File: src/rtl/dom_ascon_pkg.sv
// Shared constants for the masked Ascon S-box blocks: lookup tables, share type,
// randomness slices, and the ANF coefficients of the inverse S-box derived from its table.
package dom_ascon_pkg;

   localparam int Z_L1_LO = 0;
   localparam int Z_L1_HI = 9;
   localparam int Z_L2_LO = 10;
   localparam int Z_L2_HI = 19;

   typedef struct packed {
      logic [4:0] a;
      logic [4:0] b;
   } share_t;

   localparam logic [4:0] SBOX [32] = '{
      5'h04, 5'h0b, 5'h1f, 5'h14, 5'h1a, 5'h15, 5'h09, 5'h02,
      5'h1b, 5'h05, 5'h08, 5'h12, 5'h1d, 5'h03, 5'h06, 5'h1c,
      5'h1e, 5'h13, 5'h07, 5'h0e, 5'h00, 5'h0d, 5'h11, 5'h18,
      5'h10, 5'h0c, 5'h01, 5'h19, 5'h16, 5'h0a, 5'h0f, 5'h17};

   localparam logic [4:0] INV [32] = '{
      5'h14, 5'h1a, 5'h07, 5'h0d, 5'h00, 5'h09, 5'h0e, 5'h12,
      5'h0a, 5'h06, 5'h1d, 5'h01, 5'h19, 5'h15, 5'h13, 5'h1e,
      5'h18, 5'h16, 5'h0b, 5'h11, 5'h03, 5'h05, 5'h1c, 5'h1f,
      5'h17, 5'h1b, 5'h04, 5'h08, 5'h0f, 5'h0c, 5'h10, 5'h02};

   // Moebius transform of one output bit; bit m of the result is the coefficient of
   // the monomial whose variables are the set bits of m.
   function automatic logic [31:0] anf_bit(input int b);
      logic [31:0] t;
      logic [31:0] lo_mask [5];
      lo_mask = '{32'h5555_5555, 32'h3333_3333, 32'h0f0f_0f0f, 32'h00ff_00ff, 32'h0000_ffff};
      t = '0;
      for (int m = 0; m < 32; m++) t[5'(m)] = INV[5'(m)][3'(b)];
      for (int i = 0; i < 5; i++) t = t ^ ((t & lo_mask[i]) << (1 << i));
      return t;
   endfunction

   function automatic int pair_idx(input int m);
      int r;
      r = 0;
      for (int k = 0; k < m; k++) if ($countones(k) == 2) r++;
      return r;
   endfunction

   function automatic int tri_idx(input int m);
      int r;
      r = 0;
      for (int k = 0; k < m; k++) if ($countones(k) == 3) r++;
      return r;
   endfunction

   function automatic int lo_bit(input int m);
      int r;
      r = 0;
      for (int i = 4; i >= 0; i--) if (((m >> i) & 1) != 0) r = i;
      return r;
   endfunction

   function automatic int hi_bit(input int m);
      int r;
      r = 0;
      for (int i = 0; i < 5; i++) if (((m >> i) & 1) != 0) r = i;
      return r;
   endfunction

   localparam logic [31:0] ANF [5] = '{anf_bit(0), anf_bit(1), anf_bit(2), anf_bit(3), anf_bit(4)};

endpackage

File: src/rtl/dom_and_en.sv
// One-bit DOM-AND: cross terms are resharded with z and registered before they meet
// the inner-domain term; all registers advance only on en.
module dom_and_en (
   input  logic clk,
   input  logic rst,
   input  logic en,
   input  logic a0,
   input  logic a1,
   input  logic b0,
   input  logic b1,
   input  logic z,
   output logic c0,
   output logic c1
);

   logic inner0, inner1, cross0, cross1;

   always_ff @(posedge clk or negedge rst) begin
      if (!rst) begin
         inner0 <= 1'b0;
         inner1 <= 1'b0;
         cross0 <= 1'b0;
         cross1 <= 1'b0;
      end else if (en) begin
         inner0 <= a0 & b0;
         inner1 <= a1 & b1;
         cross0 <= (a0 & b1) ^ z;
         cross1 <= (a1 & b0) ^ z;
      end
   end

   assign c0 = inner0 ^ cross0;
   assign c1 = inner1 ^ cross1;

endmodule

File: src/rtl/dom_ascon_sbox_inv.sv
// First-order DOM-masked inverse Ascon S-box, 3-stage pipeline with valid/ready.
// Define DOM_SBOX_INV_FLUSH_EN to zero the shares of every idle stage.
module dom_ascon_sbox_inv
   import dom_ascon_pkg::*;
#(
   parameter int Z_W = 20
) (
   input  logic           clk,
   input  logic           rst,
   input  logic           in_valid,
   output logic           in_ready,
   input  logic [4:0]     ax,
   input  logic [4:0]     bx,
   input  logic [Z_W-1:0] z,
   output logic           out_valid,
   input  logic           out_ready,
   output logic [4:0]     ay,
   output logic [4:0]     by
);

`ifdef DOM_SBOX_INV_FLUSH_EN
   localparam bit FLUSH = 1'b1;
`else
   localparam bit FLUSH = 1'b0;
`endif

   logic           stall, en;
   logic           v1, v2, v3;
   logic           g0, g1, g2;
   share_t         s0, x1, x2;
   logic [Z_W-1:0] z0;
   logic [9:0]     z1;
   logic [9:0]     q1a, q1b, q2a, q2b;
   logic [9:0]     c2a, c2b;
   logic [31:0]    mono_a, mono_b;
   logic [4:0]     ay_d, by_d;

   assign stall     = v3 && !out_ready;
   assign en        = !stall;
   assign in_ready  = en;
   assign out_valid = v3;

   // With flush, each stage's data inputs are zeroed when the valid entering it is low.
   assign g0 = in_valid | !FLUSH;
   assign g1 = v1 | !FLUSH;
   assign g2 = v2 | !FLUSH;

   assign s0.a = ax & {5{g0}};
   assign s0.b = bx & {5{g0}};
   assign z0   = z & {Z_W{g0}};

   for (genvar m = 0; m < 32; m++) begin : g_mono
      if ($countones(m) == 2) begin : g_l1
         localparam int P  = pair_idx(m);
         localparam int LO = lo_bit(m);
         localparam int HI = hi_bit(m);
         dom_and_en u_and (
            .clk (clk),
            .rst (rst),
            .en  (en),
            .a0  (s0.a[LO]),
            .a1  (s0.b[LO]),
            .b0  (s0.a[HI]),
            .b1  (s0.b[HI]),
            .z   (z0[Z_L1_LO+P]),
            .c0  (q1a[P]),
            .c1  (q1b[P])
         );
         assign mono_a[m] = q2a[P];
         assign mono_b[m] = q2b[P];
      end else if ($countones(m) == 3) begin : g_l2
         // x_i x_j x_k = (x_i x_j) from layer 1 times the highest-indexed linear bit
         localparam int T  = tri_idx(m);
         localparam int HI = hi_bit(m);
         localparam int Q  = pair_idx(m ^ (1 << HI));
         dom_and_en u_and (
            .clk (clk),
            .rst (rst),
            .en  (en),
            .a0  (q1a[Q] & g1),
            .a1  (q1b[Q] & g1),
            .b0  (x1.a[HI] & g1),
            .b1  (x1.b[HI] & g1),
            .z   (z1[T] & g1),
            .c0  (c2a[T]),
            .c1  (c2b[T])
         );
         assign mono_a[m] = c2a[T];
         assign mono_b[m] = c2b[T];
      end else if ($countones(m) == 1) begin : g_lin
         localparam int L = lo_bit(m);
         assign mono_a[m] = x2.a[L];
         assign mono_b[m] = x2.b[L];
      end else if (m == 0) begin : g_const
         assign mono_a[m] = 1'b1;
         assign mono_b[m] = 1'b0;
      end else begin : g_none
         assign mono_a[m] = 1'b0;
         assign mono_b[m] = 1'b0;
      end
   end

   // Each share sums only its own domain's monomials; the constant lives in share A.
   always_comb begin
      ay_d = '0;
      by_d = '0;
      for (int b = 0; b < 5; b++) begin
         for (int m = 0; m < 32; m++) begin
            if (ANF[3'(b)][5'(m)]) begin
               ay_d[3'(b)] = ay_d[3'(b)] ^ mono_a[5'(m)];
               by_d[3'(b)] = by_d[3'(b)] ^ mono_b[5'(m)];
            end
         end
      end
   end

   always_ff @(posedge clk or negedge rst) begin
      if (!rst) begin
         v1  <= 1'b0;
         v2  <= 1'b0;
         v3  <= 1'b0;
         x1  <= '0;
         z1  <= '0;
         x2  <= '0;
         q2a <= '0;
         q2b <= '0;
         ay  <= '0;
         by  <= '0;
      end else if (en) begin
         v1   <= in_valid;
         x1   <= s0;
         z1   <= z0[Z_L2_HI:Z_L2_LO];
         v2   <= v1;
         x2.a <= x1.a & {5{g1}};
         x2.b <= x1.b & {5{g1}};
         q2a  <= q1a & {10{g1}};
         q2b  <= q1b & {10{g1}};
         v3   <= v2;
         ay   <= ay_d & {5{g2}};
         by   <= by_d & {5{g2}};
      end
   end

endmodule

File: config.mk
export PLATFORM = sky130hd
export DESIGN_NAME = dom_ascon_sbox_inv
export DESIGN_NICKNAME = d
export VERILOG_FILES = /design/src/rtl/dom_ascon_pkg.sv /design/src/rtl/dom_and_en.sv /design/src/rtl/dom_ascon_sbox_inv.sv
export SDC_FILE = /design/constraint.sdc
export NUM_CORES = 1
export LEC_CHECK = 0
export BUFFER_PORTS_ARGS = -buffer_cell sky130_fd_sc_hd__buf_2
export CAP_MARGIN = 20
export CORE_MARGIN = 2
export CORE_UTILIZATION = 30
export CTS_CLUSTER_SIZE = 12
export DETAILED_ROUTE_END_ITERATION = 12
export SYNTH_ARGS = -nofsm -noshare
export SYNTH_HDL_FRONTEND = slang
export SYNTH_SLANG_ARGS = --single-unit
File: constraint.sdc
create_clock -name clk -period 3 [get_ports clk]
set_input_delay 0.3 -clock clk [delete_from_list [all_inputs] [get_ports clk]]
set_output_delay 0.3 -clock clk [all_outputs]
set_load 0.01 [all_outputs]
* Word level (Yosys, flattened, before mapping) *
Index checks and enable logic that the tools add are counted.

storage, ports and cells
  register bits after elaboration = 78
  latch bits = 0
  memory bits (writable) = 0
  ROM bits = 0
  word-level logic and storage cells = 168
  memories kept = 0

cells by class
  add/subtract/negate cells = 0
  multipliers = 0
  divide/modulo/power cells = 0
  $lt $le $gt $ge = 0
  eq/ne operators = 0
  shift-type cells = 0
  muxes and demuxes = 0
  bitwise gates (word level) = 117
  reductions and logical operators = 3

operators with widths
  cell               number
  XOR 1 bit          80
  bitwise AND 1 bit  36
  zero test 1 bit    2
  logical AND 1 bit  1
  NOT 1 bit          1

* Logic depth before layout (Yosys ltp) *
  depth after elaboration = 10
  depth in mapped cells = 7
  mapped depth without buffers = 4

* Hierarchy *
Synthesis repeated with hierarchy kept, for this count alone.

second synthesis, totals
  cell total of the unflattened synthesis = 377
  area total of the unflattened synthesis = 3,652.3 um^2

by module, submodules not included
  module              times used  cells each  area each (um^2)
  dom_ascon_sbox_inv  1           197         1,850.5
  dom_and_en          9           20          200.2

* Least setup slack after synthesis *
No wires, ideal clock.

  path kind = register -> output
  from = register v3, in the netlist out_valid
  to = output in_ready
  arrival = 1.096 ns
  required time = 2.700 ns
  setup slack = 1.604 ns
  cell stages (with the launch flop) = 5
  path buffers = 2
  cell sequence = dfrtp_1 nor2b_1 buf_2 inv_1 clkbuf_1

between the ends
  cells in the longest elaborated chain, start to end = 2

RTL lines
  item                      RTL line                   text
  start: declaration        dom_ascon_sbox_inv.sv:28   logic v1, v2, v3;
  start signal: assignment  dom_ascon_sbox_inv.sv:138  v3 <= v2;
  logical AND 1 bit         dom_ascon_sbox_inv.sv:38   assign stall = v3 && !out_ready;
  zero test 1 bit           dom_ascon_sbox_inv.sv:39   assign en = !stall;
  end: declaration          dom_ascon_sbox_inv.sv:11   output logic in_ready,

Every way passes these cells.

* Final worst setup path *
Ends and elaborated chain as after synthesis.

==> reports/qor.txt <==
CTS
--------------------------------------------------------------------------------
TritonCTS clock tree ..............................................          yes
Deepest clock path buffer count ...................................            2
TritonCTS buffer count ............................................            9
Worst-Skew Late Latency ...........................................       330 ps
Post-CTS Setup Repair Bufs ........................................            0
# H-tree levels ...................................................            3
CTS Root Cell .....................................................    clkbuf_16
Number of sinks driven by the clock tree ..........................           78
CTS hold repair buffers ...........................................            0
Clock Pin Slew Worst Setup and Hold Paths .........................        60 ps
Resized Gates After CTS ...........................................            0

SETUP PATH
--------------------------------------------------------------------------------
Reg-to-reg endpoint ............................................... g_mono[12].g_l1.u_and.inner1
Kind of start point of the critical path ..........................     register
Length in cells of the worst reg-to-reg path ......................            5
Worst setup path startpoint .......................................    out_valid
Critical R2R Launch ...............................................    out_valid
Combined buffer and inverter count along the critical path ........            2
Sequence of cells on the critical path ............................ nor2b_4, inv_1, buf_2
WP data arrival ...................................................      1780 ps
Critical path type ................................................   reg -> out
Slowest-stage cell, CP ............................................        inv_1
Worst reg-to-reg setup slack ......................................      1250 ps
Crit path capture type ............................................  output port
Worst Path Max Fanout .............................................           28
Worst stage delay on the critical path ............................       670 ps
Worst path required time ..........................................      2700 ps
Family with the most delay on the worst path ...................... buffers and inverters

POWER
--------------------------------------------------------------------------------
Net Switching .....................................................    0.00151 W
Maximum ir drop on the vdd rail ...................................     0.490 mV
Clock share of power ..............................................        0.234
Switching share of power ..........................................        0.325
Power Dens Cells ..................................................  1120 mW/mm²
Part of the power in registers ....................................        0.366
Combinational cell fraction of total power ........................        0.400
Internal power ....................................................    0.00314 W
Final Power .......................................................    0.00466 W
Leak ..............................................................      1.97 nW

DETAILED ROUTING
--------------------------------------------------------------------------------
Via-to-Cell Ratio .................................................         4.42
Drt pass-1 iters ..................................................            6
Via total after detailed routing ..................................         2407
WL per Instance ...................................................      12.7 µm
Routed Wire Length ................................................      6920 µm
DR DRC count ......................................................            0
Number of nets with antenna violations after routing ..............            0
First DRT Iteration DRCs ..........................................           74

LOGIC SYNTHESIS
--------------------------------------------------------------------------------
Netlist cell types ................................................           19
Avg Inst Size Synth ...............................................     9.63 µm²
Total number of yosys warnings ....................................            0
Cell count after synthesis ........................................          367
Seq cells post-synth ..............................................           78
Combined area of all synthesized cells ............................  0.00354 mm²
Proportion of synthesized chip area in sequential cells ...........        0.552

GLOBAL ROUTE
--------------------------------------------------------------------------------
Largest net degree at the start of global routing .................          102
Global-route wire length before repair ............................     11800 µm
Grt ovf ...........................................................            0
Number of antenna violations at the first check in global routing .            0
GRT Util Overall ..................................................        0.119
Vias in the first global route ....................................         2405

PLACEMENT
--------------------------------------------------------------------------------
Routability Congestion ............................................        0.744
Cell area reported after detailed placement .......................  0.00382 mm²
Half-perimeter wire length of the detailed placement result .......      4540 µm
Buffers added on ports ............................................           30

HOLD PATH
--------------------------------------------------------------------------------
Start point of the worst min-delay path ...........................     in_valid
Cell depth of the worst min-delay path ............................            3
Worst Hold Path EP ................................................           v1
Classification of the worst-slack hold path .......................    in -> reg

CELLS AND AREA
--------------------------------------------------------------------------------
Share of post-route cells with drive strength above 1 .............        0.130
Number of fill cells in the layout ................................         1162
ANT cells .........................................................            0
Footprint of the multi-input gates ................................  0.00151 mm²
Area Overhead vs Synth ............................................        17.7%
Post-layout instance area .........................................  0.00416 mm²
Register area .....................................................  0.00195 mm²
Fin nets ..........................................................          430

STATUS
--------------------------------------------------------------------------------
Status ............................................................ finished, final reports clean

TIMING
--------------------------------------------------------------------------------
Max Fclk ..........................................................      480 MHz
Final-layout setup total negative slack ...........................         0 ps
Hold slack final ..................................................       162 ps
Actual slew at the worst max-slew pin .............................       943 ps
Final Hold Fails ..................................................            0
Worst clock skew ..................................................      9.42 ps
Worst-case headroom to the max-slew limit .........................        0.371
Total of endpoints with negative setup slack in the final report ..            0
Post-layout min period ............................................      2080 ps
Final Max Slew Viols ..............................................            0
Share of the cycle needed by the critical path after routing ......        0.694
RSZ-0062 raised after global routing ..............................        false

RUN
--------------------------------------------------------------------------------
Maximum Capacitance Violations ....................................            0

DIE
--------------------------------------------------------------------------------
DIE WIDTH .........................................................       113 µm
Row Count .........................................................           39
Starting utilization of the core area .............................        0.308
Core area .........................................................   0.0115 mm²
Total die area ....................................................   0.0127 mm²
Die Y-Extent ......................................................       113 µm
Ports .............................................................           46

==> worst register-to-register path, cell delays in order (launching register included) <==
cell	delay [ps]
dfrtp_1	370
nor2b_4	120
inv_1	670
buf_4	340
nand3_1	110
nand2_1	80
==> power by group through the flow <==
stage / combinational (W) / clock, W / sequential (W)
6_report: 0.00186 / 0.00109 / 0.00170
3_5_place_dp: 0.00188 / 0 / 0.00173
3_3_place_gp: 0.00185 / 0 / 0.00171
4_1_cts: 0.00189 / 0.00112 / 0.00171
5_1_grt: 0.00208 / 0.00116 / 0.00176
2_1_floorplan: 0.00150 / 0 / 0.00169
==> how the worst max path moves through the flow <==
stage                                               to  slack, ps  depth (start not counted)
after global placement                        in_ready       1260                          3
after floorplan                               in_ready       1600                          4
after CTS                                     in_ready        900                          3
after detailed placement  g_mono[12].g_l1.u_and.inner1       1250                          5
after global routing                          in_ready        800                          3
final                                         in_ready        920                          3
==> cell usage after synthesis, drive strengths merged <==
cell type	instances	area share
buf	8	0.012
nor2b	3	0.0053
xnor3	6	0.038
inv	1	0.0011
o21ai	37	0.052
xor2	25	0.062
conb	1	0.0011
a21oi	7	0.0099
nand2	140	0.15
nand3	12	0.017
clkbuf	10	0.011
nand2b	1	0.0018
dfrtp	78	0.55
xnor2	31	0.081
nor2	7	0.0074
==> per-stage QoR <==
stage          setup WS (ps)  utilization  cells
6_report                 918        0.363    544
5_1_grt                  798        0.363    544
4_1_cts                  895        0.360    542
3_5_place_dp            1250        0.333    526
3_3_place_gp            1260        0.333    526
2_1_floorplan           1600            -    368
==> area by class of cell <==
| class | count | share of cell area |
|---|---|---|
| flip-flops and latches | 78 | 0.469 |
| multi-input cells | 271 | 0.363 |
| clock buffers | 12 | 0.0616 |
| repair buffers | 35 | 0.0511 |
| well taps | 143 | 0.0430 |
| clock inverters | 4 | 0.0108 |
| inverters | 1 | 0.000902 |
==> cell usage in the layout (no fill, tap or decap), drive strengths merged, types with 6 or more instances in the layout <==
master,synthesis,layout
nand2,140,140
dfrtp,78,78
o21ai,37,37
buf,8,34
xnor2,31,31
xor2,25,25
nand3,12,12
clkbuf,10,12
nor2,7,7
a21oi,7,7
xnor3,6,6
==> routing by layer <==
layer | track usage | wire (µm)
met1 | 0.164 | 3470
met2 | 0.176 | 3050
met3 | 0.0405 | 292
met5 | 0 | 0
met4 | 0.0415 | 113
==> logic make-up after synthesis <==
kind of cell | after synthesis | share of synthesized area
AND/OR/NAND/NOR | 163 | 0.180
flip-flops | 78 | 0.552
XOR/XNOR | 62 | 0.181
AO/OA/AOI/OAI | 44 | 0.0623
buffers and inverters | 19 | 0.0234
other | 1 | 0.00106
==> sequential cells by signal (all words and copies together), names as in the netlist, 3 cells and up <==
register / count
g_mono.g_l2.u_and.inner0: 3
g_mono.g_l2.u_and.cross0: 3
x1: 8
g_mono.g_l2.u_and.cross1: 3
q2b: 6
mono_a: 4
g_mono.g_l1.u_and.inner1: 6
q2a: 6
mono_b: 4
g_mono.g_l2.u_and.inner1: 3
z1: 3
g_mono.g_l1.u_and.inner0: 6
g_mono.g_l1.u_and.cross1: 6
ay: 4
by: 4
g_mono.g_l1.u_and.cross0: 6
(Power assumes the default switching activity.)
